File: src/rtl/parking_pkg.sv
// Shared definitions for the parking zone controller: class indices,
// default capacities and a helper that extracts one class capacity from
// the flattened capacity vector.
package parking_pkg;

  localparam int CLASS_UNI      = 0;
  localparam int CLASS_PUBLIC   = 1;

  localparam int UNI_CAP        = 500;
  localparam int PUBLIC_CAP     = 200;
  localparam int SHARED_CAP_DEF = 16;

  // Widest flattened capacity vector the helper can slice
  localparam int CAP_VEC_W      = 512;

  // Returns the capacity of class idx from a vector of width-bit slices
  function automatic logic [31:0] cap_of(input logic [CAP_VEC_W-1:0] caps,
                                         input int idx,
                                         input int width);
    logic [CAP_VEC_W-1:0] shifted;
    logic [31:0]          result;
    shifted = caps >> (idx * width);
    result  = '0;
    for (int b = 0; b < 32; b++) begin
      if (b < width) result[b] = shifted[b];
    end
    return result;
  endfunction

endpackage

File: src/rtl/parking_class_counter.sv
// Occupancy bookkeeping for one vehicle class: private spaces used and
// spaces borrowed from the shared overflow pool. The top level guarantees
// every strobe is legal, so the counters never need saturation.
module parking_class_counter #(
  parameter int              CNT_W = 10,
  parameter logic [CNT_W-1:0] CAP  = '0
) (
  input  logic             clk,
  input  logic             reset,
  input  logic             i_inc_private,
  input  logic             i_dec_private,
  input  logic             i_inc_borrow,
  input  logic             i_dec_borrow,
  output logic [CNT_W-1:0] o_private,
  output logic [CNT_W-1:0] o_borrowed,
  output logic             o_full,
  output logic             o_has_private,
  output logic             o_has_borrow
);

  logic [CNT_W-1:0] r_private;
  logic [CNT_W-1:0] r_borrowed;

  // Increment and decrement may coincide when an exit and an entry of the
  // same class land in one cycle; the net change is then zero.
  always_ff @(posedge clk or negedge reset) begin
    if (!reset) begin
      r_private  <= '0;
      r_borrowed <= '0;
    end else begin
      r_private  <= r_private  + CNT_W'(i_inc_private) - CNT_W'(i_dec_private);
      r_borrowed <= r_borrowed + CNT_W'(i_inc_borrow)  - CNT_W'(i_dec_borrow);
    end
  end

  assign o_private     = r_private;
  assign o_borrowed    = r_borrowed;
  assign o_full        = (r_private >= CAP);
  assign o_has_private = (r_private != '0);
  assign o_has_borrow  = (r_borrowed != '0);

endmodule

File: src/rtl/parking_zone_controller.sv
// Multi-class parking controller. Each class owns a private block of
// spaces and may borrow from a shared overflow pool once its block is full.
// Gate requests are edge-detected; every event yields a one-cycle ack or
// nack. Exits are resolved before entries so an entry sees the freed space.
module parking_zone_controller
  import parking_pkg::*;
#(
  parameter int NUM_CLASS  = 2,
  parameter int CNT_W      = 10,
  parameter int CLS_W      = 1,
  parameter logic [NUM_CLASS*CNT_W-1:0] CLASS_CAP =
    {CNT_W'(PUBLIC_CAP), CNT_W'(UNI_CAP)},
  parameter int SHARED_CAP = SHARED_CAP_DEF
) (
  input  logic                       clk,
  input  logic                       reset,
  input  logic                       entry_req,
  input  logic [CLS_W-1:0]           entry_class,
  input  logic                       exit_req,
  input  logic [CLS_W-1:0]           exit_class,
  output logic                       entry_ack,
  output logic                       entry_nack,
  output logic                       exit_ack,
  output logic                       exit_nack,
  output logic [NUM_CLASS*CNT_W-1:0] parked_cnt,
  output logic [NUM_CLASS*CNT_W-1:0] free_cnt,
  output logic [CNT_W-1:0]           shared_used,
  output logic [NUM_CLASS-1:0]       space_avail
);

  logic             r_entry_q;
  logic             r_exit_q;
  logic [CNT_W-1:0] r_shared;
  logic             r_entry_ack;
  logic             r_entry_nack;
  logic             r_exit_ack;
  logic             r_exit_nack;

  logic                 w_entry_evt;
  logic                 w_exit_evt;
  logic [NUM_CLASS-1:0] w_entry_sel;
  logic [NUM_CLASS-1:0] w_exit_sel;
  logic [NUM_CLASS-1:0] w_full;
  logic [NUM_CLASS-1:0] w_full_post;
  logic [NUM_CLASS-1:0] w_has_private;
  logic [NUM_CLASS-1:0] w_has_borrow;
  logic [NUM_CLASS-1:0] w_inc_private;
  logic [NUM_CLASS-1:0] w_inc_borrow;
  logic [NUM_CLASS-1:0] w_dec_private;
  logic [NUM_CLASS-1:0] w_dec_borrow;
  logic [CNT_W-1:0]     w_private  [NUM_CLASS];
  logic [CNT_W-1:0]     w_borrowed [NUM_CLASS];
  logic [CNT_W-1:0]     w_shared_post;
  logic                 w_shared_room_post;
  logic                 w_shared_room_now;
  logic                 w_entry_ok;
  logic                 w_exit_ok;

  assign w_entry_evt = entry_req & ~r_entry_q;
  assign w_exit_evt  = exit_req  & ~r_exit_q;

  // Pool state as the entry sees it, after any borrowed space the exit frees
  assign w_shared_post      = r_shared - CNT_W'(|w_dec_borrow);
  assign w_shared_room_post = (int'(w_shared_post) < SHARED_CAP);
  assign w_shared_room_now  = (int'(r_shared) < SHARED_CAP);

  genvar gi;
  generate
    for (gi = 0; gi < NUM_CLASS; gi++) begin : g_class
      localparam logic [CNT_W-1:0] CAP_I =
        CNT_W'(cap_of(CAP_VEC_W'(CLASS_CAP), gi, CNT_W));

      logic [CNT_W-1:0] w_free;

      // An out-of-range class index selects no class and ends up nacked
      assign w_entry_sel[gi] = w_entry_evt && (entry_class == CLS_W'(gi));
      assign w_exit_sel[gi]  = w_exit_evt  && (exit_class  == CLS_W'(gi));

      // Exit releases borrowed spaces before private ones
      assign w_dec_borrow[gi]  = w_exit_sel[gi] & w_has_borrow[gi];
      assign w_dec_private[gi] = w_exit_sel[gi] & ~w_has_borrow[gi] & w_has_private[gi];

      // Entry prefers a private space, then borrows from the pool
      assign w_full_post[gi]   = w_full[gi] & ~w_dec_private[gi];
      assign w_inc_private[gi] = w_entry_sel[gi] & ~w_full_post[gi];
      assign w_inc_borrow[gi]  = w_entry_sel[gi] & w_full_post[gi] & w_shared_room_post;

      parking_class_counter #(
        .CNT_W (CNT_W),
        .CAP   (CAP_I)
      ) u_counter (
        .clk           (clk),
        .reset         (reset),
        .i_inc_private (w_inc_private[gi]),
        .i_dec_private (w_dec_private[gi]),
        .i_inc_borrow  (w_inc_borrow[gi]),
        .i_dec_borrow  (w_dec_borrow[gi]),
        .o_private     (w_private[gi]),
        .o_borrowed    (w_borrowed[gi]),
        .o_full        (w_full[gi]),
        .o_has_private (w_has_private[gi]),
        .o_has_borrow  (w_has_borrow[gi])
      );

      assign w_free                         = CAP_I - w_private[gi];
      assign free_cnt[gi*CNT_W +: CNT_W]    = w_free;
      assign parked_cnt[gi*CNT_W +: CNT_W]  = w_private[gi] + w_borrowed[gi];
      assign space_avail[gi]                = (w_free != '0) || w_shared_room_now;
    end
  endgenerate

  assign w_entry_ok = |(w_inc_private | w_inc_borrow);
  assign w_exit_ok  = |(w_dec_private | w_dec_borrow);

  // Request history, shared pool occupancy and the one-cycle response pulses
  always_ff @(posedge clk or negedge reset) begin
    if (!reset) begin
      r_entry_q    <= 1'b1;
      r_exit_q     <= 1'b1;
      r_shared     <= '0;
      r_entry_ack  <= 1'b0;
      r_entry_nack <= 1'b0;
      r_exit_ack   <= 1'b0;
      r_exit_nack  <= 1'b0;
    end else begin
      r_entry_q    <= entry_req;
      r_exit_q     <= exit_req;
      r_shared     <= r_shared + CNT_W'(|w_inc_borrow) - CNT_W'(|w_dec_borrow);
      r_entry_ack  <= w_entry_evt &  w_entry_ok;
      r_entry_nack <= w_entry_evt & ~w_entry_ok;
      r_exit_ack   <= w_exit_evt  &  w_exit_ok;
      r_exit_nack  <= w_exit_evt  & ~w_exit_ok;
    end
  end

  assign entry_ack   = r_entry_ack;
  assign entry_nack  = r_entry_nack;
  assign exit_ack    = r_exit_ack;
  assign exit_nack   = r_exit_nack;
  assign shared_used = r_shared;

endmodule

File: config.mk
export PLATFORM = sky130hd
export DESIGN_NAME = parking_zone_controller
export DESIGN_NICKNAME = d
export VERILOG_FILES = /design/src/rtl/parking_pkg.sv /design/src/rtl/parking_class_counter.sv /design/src/rtl/parking_zone_controller.sv
export SDC_FILE = /design/constraint.sdc
export NUM_CORES = 1
export LEC_CHECK = 0
export ABC_AREA = 1
export CORE_ASPECT_RATIO = 0.9
export CORE_MARGIN = 4
export CORE_UTILIZATION = 50
export CTS_BUF_LIST = sky130_fd_sc_hd__clkbuf_2 sky130_fd_sc_hd__clkbuf_4 sky130_fd_sc_hd__clkbuf_8
export CTS_CLUSTER_SIZE = 8
export DETAILED_ROUTE_END_ITERATION = 16
export DONT_BUFFER_PORTS = 1
export GPL_TIMING_DRIVEN = 1
export PLACE_DENSITY = 0.7
export SYNTH_ARGS = -nofsm -noshare
export SYNTH_HDL_FRONTEND = slang
export SYNTH_HIERARCHICAL = 1
export SYNTH_SLANG_ARGS = --single-unit
File: constraint.sdc
create_clock -name clk -period 3.6 [get_ports clk]
set_input_delay 0.36 -clock clk [delete_from_list [all_inputs] [get_ports clk]]
set_output_delay 0.36 -clock clk [all_outputs]
set_load 0.03 [all_outputs]
* After elaboration in Yosys (flattened, before gate mapping) *
Index checks and enable logic that the tools add are counted.

word-level totals
  word-level logic and storage cells = 80
  register bits = 56
  output and inout bits = 56
  bits of input ports = 6

operators by class
  reductions and logical operators = 16
  $lt $le $gt $ge = 4
  add/subtract/negate cells = 15
  bitwise operators = 34

operators by type and width
  cell                                                                 count
  nonzero test 10 bit                                                  6
  subtractor 10 x 1 -> 10 bit                                          6
  adder 10 x 1 -> 10 bit                                               5
  adder 10 bit                                                         2
  AND 1 bit                                                            20
  < comparator 10 x 5 -> 1 bit (second input constant)                 2
  NOT 1 bit                                                            12
  greater-or-equal comparator 10 x 8 -> 1 bit (second input constant)  1
  greater-or-equal comparator 10 x 9 -> 1 bit (second input constant)  1
  subtractor 8 x 10 -> 10 bit (first input constant)                   1
  subtractor 9 x 10 -> 10 bit (first input constant)                   1
  OR reduction 2 bit                                                   4
  logical AND 1 bit                                                    4
  OR 2 bit                                                             2
  logical OR 1 bit                                                     2

* Logic depth before layout (Yosys ltp) *
Gate-level depths: netlist of run 1.

  depth in word-level cells = 13
  gate-level depth with buffers = 26
  mapped depth without buffers = 26

* Cells and area by module *
The synthesis of run 1 kept the hierarchy.

by module, submodules not included
  module                                        cells each  times used  area an instance (sq um)  sequential area each (sq um)
  parking_zone_controller                       352         1           2,477.4                   402.9
  parking_class_counter (g_class[1].u_counter)  234         1           1,775.5                   500.5
  parking_class_counter (g_class[0].u_counter)  233         1           1,757.9                   500.5

* Worst setup path after synthesis of run 1 *
Ideal clock, no wire load.

  path kind = register to register
  from = register g_class[1].u_counter.r_borrowed[2]
  to = register r_shared[8], in the netlist shared_used[8]
  period minus slack after synthesis = 3.365 ns
  cell stages (with the launch flop) = 25
  path buffers = 0
  slack = 0.235 ns
  data arrival time = 3.285 ns
  required time = 3.521 ns
  setup time = 0.079 ns
  path through = dfrtp_1 inv_1 ha_1 nor3b_1 nand4_1 nand4_4 nand2_4 nand2_4 nor2_4 nand3_1 nand3_1 nor2_2 o211ai_2 ha_1 inv_1 ha_1 fa_1 nand3_1 nand2_1 a21oi_1 o21ai_1 nand2_1 nand2_1 a21oi_1 xor2_1

between the ends
  cells in the longest elaborated chain, start to end = 11
  elaborated cells between the ends (all ways) = 16
  classes of those cells = 3 x add/sub; 1 x order compare; 9 x bitwise; 3 x reduce/logical

RTL lines
  what                                                                 RTL line                        text
  from (decl)                                                          parking_class_counter.sv:22     logic [CNT_W-1:0] r_borrowed;
  from (signal assigned)                                               parking_class_counter.sv:32     r_borrowed <= r_borrowed + CNT_W'(i_inc_borrow) - CNT_W'(i_dec_borrow);
  nonzero test 10 bit (*)                                              parking_class_counter.sv:40     assign o_has_borrow = (r_borrowed != '0);
  named net w_has_borrow[1]                                            parking_zone_controller.sv:46   logic [NUM_CLASS-1:0] w_has_borrow;
  branches (longest 9 deep; another with subtractor 10 x 1 -> 10 bit)  n/a
  subtractor 10 x 1 -> 10 bit (*)                                      parking_zone_controller.sv:128  r_shared <= r_shared + CNT_W'(|w_inc_borrow) - CNT_W'(|w_dec_borrow);
  to (signal assigned)                                                 parking_zone_controller.sv:128
  to (decl)                                                            parking_zone_controller.sv:33   logic [CNT_W-1:0] r_shared;

Mark *: on every way through the listed nets, which the timed path passes.

* Final worst setup path of run 1 *
  from = register g_class[1].u_counter.r_borrowed[3]
  to = register r_shared[8], in the netlist shared_used[8]

The elaborated chain is that of the path after synthesis.

==> results of run 1 <==
==> metal layers <==
layer / global-route usage (%) / vias up / wire length (um)
li1: - / 2708 / -
met4: 6.199 / 0 / 240
met5: 0 / - / 0
met1: 27.43 / 2377 / 6567
met2: 34.31 / 87 / 6347
met3: 4.836 / 16 / 698
==> per-stage QoR <==
| stage | worst slack (ps) | std cells |
|---|---|---|
| after floorplan | 235.3 | 819 |
| after global placement | 61.48 | 1008 |
| after detailed placement | -108.6 | 1008 |
| after CTS | 1.906 | 1031 |
| after global routing | -190.2 | 1043 |
| final | 68.52 | 1043 |
==> timing repair <==
item / 4_1_cts / 5_1_grt
endpoints found under the hold margin: 57 / 1
buffers inserted: 13 / 12
setup endpoints to repair: 1 / 4
hold buffers: 3 / 1
pin swaps: 22 / 20
gates resized for setup: 18 / 10
==> flip-flops by register name (all words and copies together), names as in the netlist <==
name,count
entry_nack,1
exit_nack,1
shared_used,10
g_class.u_counter/o_private,20
g_class.u_counter/o_borrowed,20
r_entry_q,1
entry_ack,1
r_exit_q,1
exit_ack,1
==> cells in the mapped netlist (all sizes together), types with 3 or more instances <==
cell and count:
a21oi 40, dfrtp 54, fa 7, ha 104
inv 176, nand2 202, nand3 47, nand4 19
nor2 58, nor3 12, o21ai 16, o21bai 11
o31ai 3, xnor2 13, xor2 40
==> worst max-delay path: cells and delay by family (launching register included) <==
kind	cells	cell delay [ps]
xor+xnor	1	180
simple gates	12	1170
flops	1	400
compound gates	4	460
buf+inv	4	310
fa+ha+maj	4	950
==> final cells by class <==
| class | count | area (um^2) | share of cell area (%) |
|---|---|---|---|
| flip-flops and latches | 56 | 1404 | 20.43 |
| clock buffers | 7 | 83.83 | 1.220 |
| repair buffers | 61 | 493.0 | 7.174 |
| inverters | 177 | 664.4 | 9.669 |
| multi-input cells | 586 | 4031 | 58.67 |
| well taps | 156 | 195.2 | 2.840 |
==> final timing paths <==
check                                                              from  slack, ps                                          end
hold / removal                                                entry_req        180                         entry_nack$_DFF_PN0_
max in group asynchronous                                         reset       2750                           r_exit_q$_DFF_PN1_
hold reg to reg                                     r_entry_q$_DFF_PN1_        620                         entry_nack$_DFF_PN0_
setup reg to reg           g_class[1].u_counter/o_borrowed[3]$_DFF_PN0_         70                     shared_used[8]$_DFF_PN0_
min in group asynchronous                                         reset        560  g_class[1].u_counter/o_private[9]$_DFF_PN0_
setup / recovery           g_class[1].u_counter/o_borrowed[3]$_DFF_PN0_         70                     shared_used[8]$_DFF_PN0_
==> kinds of logic after synthesis <==
kind of cell,synth area share (%)
simple gates,26.10
buf+inv,11.05
flops,23.36
compound gates,7.785
fa+ha+maj,23.98
xor+xnor,7.723
==> results.md, run 1 <==
- The tightest slew margin relative to the limit is 46.85%.
- The die covers 13840 um^2.
- The netlist uses 41 different library cells.
- In the layout the commonest cells are sky130_fd_sc_hd__nand2_1 (190), sky130_fd_sc_hd__inv_1 (151), sky130_fd_sc_hd__ha_1 (101).
- Along the worst hold path, the cell count comes to 2.
- Of the available clock period, the critical path in the final layout requires a little over nine tenths.
- The net count of the finished layout is around 1000.
- The routed length per placed instance is about 13 um.
- The via count of the first global-routing pass is roughly 5100.
- The vertical die dimension is between 100 and 150 um.
- Across every metal layer, demand over resource in global routing totals a little over a fifth.
- The maximum level of the CTS H-tree is 2.
- For this run, the leading register cell type out of synthesis is sky130_fd_sc_hd__dfrtp_1.
- The number of buffers added by the clock tree synthesis step is 5.
- The worst path needs about 3500 ps of the cycle, external delays included.
- The post-place instance area is ~6500 um^2.
- 0 antenna diodes ended up in the layout.
- Synthesis produced a netlist whose cell count is a little over 800.
- The number of antenna-violating nets in the routed design is 0.
- The endpoint arrival time on the critical path is roughly 3800 ps.
- The half-perimeter wire length of the detailed placement result is between 10000 and 15000 um.
- The maximum fanout encountered on the critical timing path is 6.
- The yosys synthesis warning count is 6.
- The tightest hold path in the finished design has a slack of 178.7 ps.
- In the post-synthesis netlist, the biggest area contributors are sky130_fd_sc_hd__dfrtp_1 (22%), sky130_fd_sc_hd__ha_1 (22%), sky130_fd_sc_hd__nand2_1 (12%), sky130_fd_sc_hd__inv_1 (9.7%), sky130_fd_sc_hd__xor2_1 (5.8%).
- The maximum number of pins on one net before global-route repair is 57.
- The critical path launch point type is a flip-flop.
- In this run, the number of DRC markers left after iteration 0 of detailed routing was between 150 and 200.
- For the pin with the worst max-slew slack, the measured transition is just under 800 ps.
- The most numerous cell type found on the critical path is sky130_fd_sc_hd__nand2_1.
- The delay of the slowest critical-path stage is approximately 400 ps.
- The library cell used as clock root buffer is sky130_fd_sc_hd__clkbuf_8.
- The chip width is 123.6 um.
- The detailed-route vias per instance is about 5.
- The number of optimization iterations in the first detailed-route pass is 5.
- The final worst clock skew is between 10 and 15 ps.
- The average instance area after synthesis is around 7.3 um^2.
- The portion of the post-synthesis area used by sequential elements is a little under a quarter.
- Relative to the synthesized area, the layout overhead comes to 14.32%.
- The core area is approximately 12000 um^2.
- The run finished with clean final reports.
- The count of buffers added on input and output ports is 0.
- The count of final hold-check violations is 0.
- The required time of the critical path is between 3000 and 4000 ps.
- Fill cells in the final layout number approximately 1100.
- The type of the worst min-delay path is input pin to flip-flop.
- The critical path class is flip-flop to flip-flop.
- The global-route wire length before repair is about 23000 um.
- The remaining global-route overflow is 0.
- The post-route setup TNS is 0 ps.
- The initial core utilization is roughly half.
- For this block, the via count after detailed routing is 5188.
- Measured on the finished design, the core utilization comes to 59.37%.
- After synthesis the netlist holds a flip-flop and latch count of 56.
- The clock net in this run drives a total of 56 sinks.
- The cell accounting for the most synthesized area is sky130_fd_sc_hd__dfrtp_1.
- The fraction of layout cells with a size suffix above 1 is between 10% and 20%.
- The clock latency of the later-clocked register in the worst-skew pair is between 300 and 400 ps.
- The worst setup path is captured at a flip-flop.
- TritonCTS built the clock tree.
- Setup violations remaining at the end of the flow were counted as 0.
- The number of core rows is 37.
- The max-capacitance violation count is 0.
- For the worst flop-to-flop path, the logic depth is 25.
- The largest individual stage delay along the critical path comes from the cell sky130_fd_sc_hd__dfrtp_1.
- With fillers left out, the area of the finished cells amounts to 6872 um^2.
- The share of the synthesized area in the top cell type is 22.48%.
- The overall routed net length is 13850 um.
- The number of synthesized flops with an enable pin is 0.
- The proportion of register bits with asynchronous set or reset after synthesis is between 90% and 100%.
- Setup repair after global routing could not meet its margin everywhere.
- The largest buffer count on any clock path is 2.
- In the routed design, unresolved DRC markers number 0.
- At the end of routability-driven placement, the weighted congestion stood at between 0.8 and 0.9.
- The number of antenna violations at the first check in global routing is 0.
- The count of pins on the block boundary is 62.
- Static timing analysis puts the maximum clock frequency at 283.2 MHz.
- After clock tree synthesis, the clock-pin slew on the worst setup and hold paths is roughly 110 ps.
- The final-report max-slew violation count is 0.
- The cell area that synthesis handed to floorplanning was 6011 um^2.
- Leaving out fill and tap cells, the most frequent cell in the layout is sky130_fd_sc_hd__nand2_1.
- The total nets after synthesis is roughly 940.
Power of run 1 is not shown: default switching activity piles up to over one toggle a cycle in this logic, so the estimate is an artifact.
==> run 2: changes to the inputs <==
==> constraint.sdc (replaced) <==
create_clock -name clk -period 3.6 [get_ports clk]
set_input_delay 0.36 -clock clk [delete_from_list [all_inputs] [get_ports clk]]
set_output_delay 0.36 -clock clk [all_outputs]
set_load 0.005 [all_outputs]
==> run 2 against run 1 <==
  * The flow now finishes with violations (setup timing)
  * Fmax down 2.9%
  * Die area unchanged
  * Utilization down 1.5 points
  * Cell count down 2.2%
  * Critical endpoint unchanged
  * Highest routed layer unchanged
==> results.md, run 2 (synthesis gave the netlist of run 1 again) <==
- The maximum fanout encountered on the critical timing path is 5 (-1).
- The critical-path cell with the highest stage delay is sky130_fd_sc_hd__fa_2.
- The type of the worst min-delay path is input pin to flip-flop.
- The final worst clock skew is 11.77 ps (+0.5630 ps).
- The worst path setup slack after routing is -37.52 ps (-106.0 ps).
- In this run the top signal layer used is met4.
- The port buffer count is 0 (unchanged).
- The register cell area after layout is 1404 um^2 (unchanged).
- The number of failing setup endpoints in the final timing report was 1 (+1).
- The library cell used as clock root buffer is sky130_fd_sc_hd__clkbuf_8.
- The global-route wire length before repair came to 22200 um (-5.3%).
- The routed length per placed instance was 12.90 um (-2.9%).
- The routed wire length on met3 was 650 um (-6.9%).
- The area of the multi-input gates is 4034 um^2 (about the same).
- The most frequent standard cell in the layout excluding fill and tap cells is sky130_fd_sc_hd__nand2_1.
- The count of cells along the worst hold path is 2 (unchanged).
- The number of antenna violations at the first check in global routing was 0 (unchanged).
- The number of buffers added by the clock tree synthesis step is 5 (unchanged).
- The detailed-route DRC error count is 0 (unchanged).
- The launch point of the worst path is g_class[0].u_counter/o_borrowed[8]$_DFF_PN0_.
- The post-CTS clock slew at the launch and capture registers of the worst setup and hold paths is 110 ps (about the same).
- The required time of the critical path came to 3850 ps (about the same).
- The endpoint arrival time on the critical path is 3890 ps (+100 ps).
- The fraction of layout cells with a size suffix above 1 is 13.77% (-2.6 points).
- The tightest slew margin relative to the limit was 76.87% (+30 points).
- The maximum number of pins on one net before global-route repair is 57 (unchanged).
- The overall routed net length was 13160 um (-5.0%).
- The via count of the first global-routing pass was 4836 (-4.3%).
- The worst setup path is captured at a flip-flop.
- The routed metal-1 wire length was 6375 um (-2.9%).
- The slew at the pin with the worst max-slew slack was 346.9 ps (-444.7 ps).
- In this run the critical register-to-register path is launched from g_class[0].u_counter/o_borrowed[8]$_DFF_PN0_.
- The maximum frequency from static timing analysis is 274.9 MHz (-2.9%).
- The area of the die is 13840 um^2 (unchanged).
- The capture point of the critical path is shared_used[8]$_DFF_PN0_.
- The number of core rows came to 37 (unchanged).
- The total inserted antenna cells is 0 (unchanged).
- The setup slack of the most critical reg-to-reg path is -40 ps (-110 ps).
- The clock latency of the later-clocked register in the worst-skew pair came to 330 ps (about the same).
- The run finished, with violations left.
- The DRC marker count from the first detailed-route iteration was 163 (-17%).
- The largest buffer count on any clock path is 2 (unchanged).
- The detailed-route vias per instance is 4.953 (-0.43%).
- The half-perimeter wire length of the detailed placement result came to 10780 um (-2.2%).
- The maximum level of the CTS H-tree came to 2 (unchanged).
- The vertical die dimension is 112.0 um (unchanged).
- The remaining global-route overflow was 0 (unchanged).
- Setup repair after global routing could not meet its margin everywhere.
- The number of antenna-violating nets in the routed design came to 0 (unchanged).
- The count of pins on the block boundary was 62 (unchanged).
- The number of cells on the worst reg-to-reg path is 25 (unchanged).
- The count of vias placed by the detailed router was 5052 (-2.6%).
- The delay of the slowest critical-path stage is 410 ps (about the same).
- The core area came to 11570 um^2 (unchanged).
- The share of the clock period used by the worst path after layout came to 101.0% (+2.9 points).
- The TritonCTS clock tree is built.
- The total length of routed met2 wires is 5980 um (-5.8%).
- The area growth from synthesis to layout is 11.51%.
- The chip width is 123.6 um (unchanged).
- The minimum clock period came to 3638 ps (+106.0 ps).
- The count of filler cells inserted in the layout is 1105 (-0.18%).
- The count of final hold-check violations is 0 (unchanged).
- The net count of the finished layout is 980 (-2.4%).
- The final reports fail on setup timing.
- The initial core utilization is 51.94% (unchanged).
- The clock sink count came to 56 (unchanged).
- The critical path is of the flip-flop to flip-flop type.
- The end of the worst register-to-register path is shared_used[8]$_DFF_PN0_.
- The max-capacitance violation count is 0 (unchanged).
- The final weighted congestion in routability-driven placement was 0.9179 (+5.5%).
- The final-report max-slew violation count is 0 (unchanged).
- The critical path launch point type is a flip-flop.
- The overall routing resource usage is 19.71% (-1.2 points).
- The number of optimization iterations in the first detailed-route pass is 4 (-1).
- The post-route setup TNS is -37.52 ps (-37.52 ps).
- The library cells used most frequently in the layout, excluding fill and tap cells, are sky130_fd_sc_hd__nand2_1 (192), sky130_fd_sc_hd__inv_1 (152), sky130_fd_sc_hd__ha_1 (102).
run 2: metrics by stage:
step                setup slack [ps]  hold WS [ps]  instances  util [%]  area, um^2
global placement               50.68         65.90        996     54.98        6364
global route                  -276.7         193.9       1020     57.91        6703
detailed placement            -66.62         65.92        996     54.98        6364
CTS                            9.289         5.181       1009     56.32        6519
finish                        -37.52         187.8       1020     57.91        6703
floorplan                      248.0         64.41        819         -        6011
run 2: worst min path at each step:
stage,startpoint,to
2_1_floorplan,reset,entry_ack$_DFF_PN0_
3_3_place_gp,reset,g_class[1].u_counter/o_borrowed[9]$_DFF_PN0_
3_5_place_dp,reset,g_class[1].u_counter/o_borrowed[9]$_DFF_PN0_
4_1_cts,entry_req,r_entry_q$_DFF_PN1_
5_1_grt,entry_req,entry_nack$_DFF_PN0_
6_report,entry_req,entry_nack$_DFF_PN0_
run 2: routing by layer:
| layer | vias up | GRT usage (%) |
|---|---|---|
| met5 | - | 0 |
| li1 | 2664 | - |
| met1 | 2311 | 27.09 |
| met4 | 0 | 4.945 |
| met3 | 10 | 4.030 |
| met2 | 67 | 31.70 |
run 2: cell type report:
| class | instances | area share (%) |
|---|---|---|
| sequential | 56 | 20.94 |
| clock inverter | 2 | 0.1867 |
| inverter | 177 | 9.912 |
| multi-input combinational | 586 | 60.18 |
| clock buffer | 6 | 1.139 |
| timing repair buffer | 37 | 4.723 |
| tap | 156 | 2.912 |
run 2: what timing repair did:
item / in CTS / in global routing
pin swaps: 5 / 21
resized for setup: 2 / 26
hold buffers: 2 / 2
hold endpoints to repair: 56 / 2
setup buffers: 3 / 9
endpoints found under the setup margin: 1 / 3
run 2: critical path: cells and delay by family, from the launching register on:
family                   cells  cell delay [ps]
AND/OR/NAND/NOR             14             1330
adder cells (fa/ha/maj)      4             1020
AO/OA/AOI/OAI                4              510
flip-flops                   1              390
XOR/XNOR                     1              160
buffers and inverters        2              140
Power of run 2 is left out for the same reason.
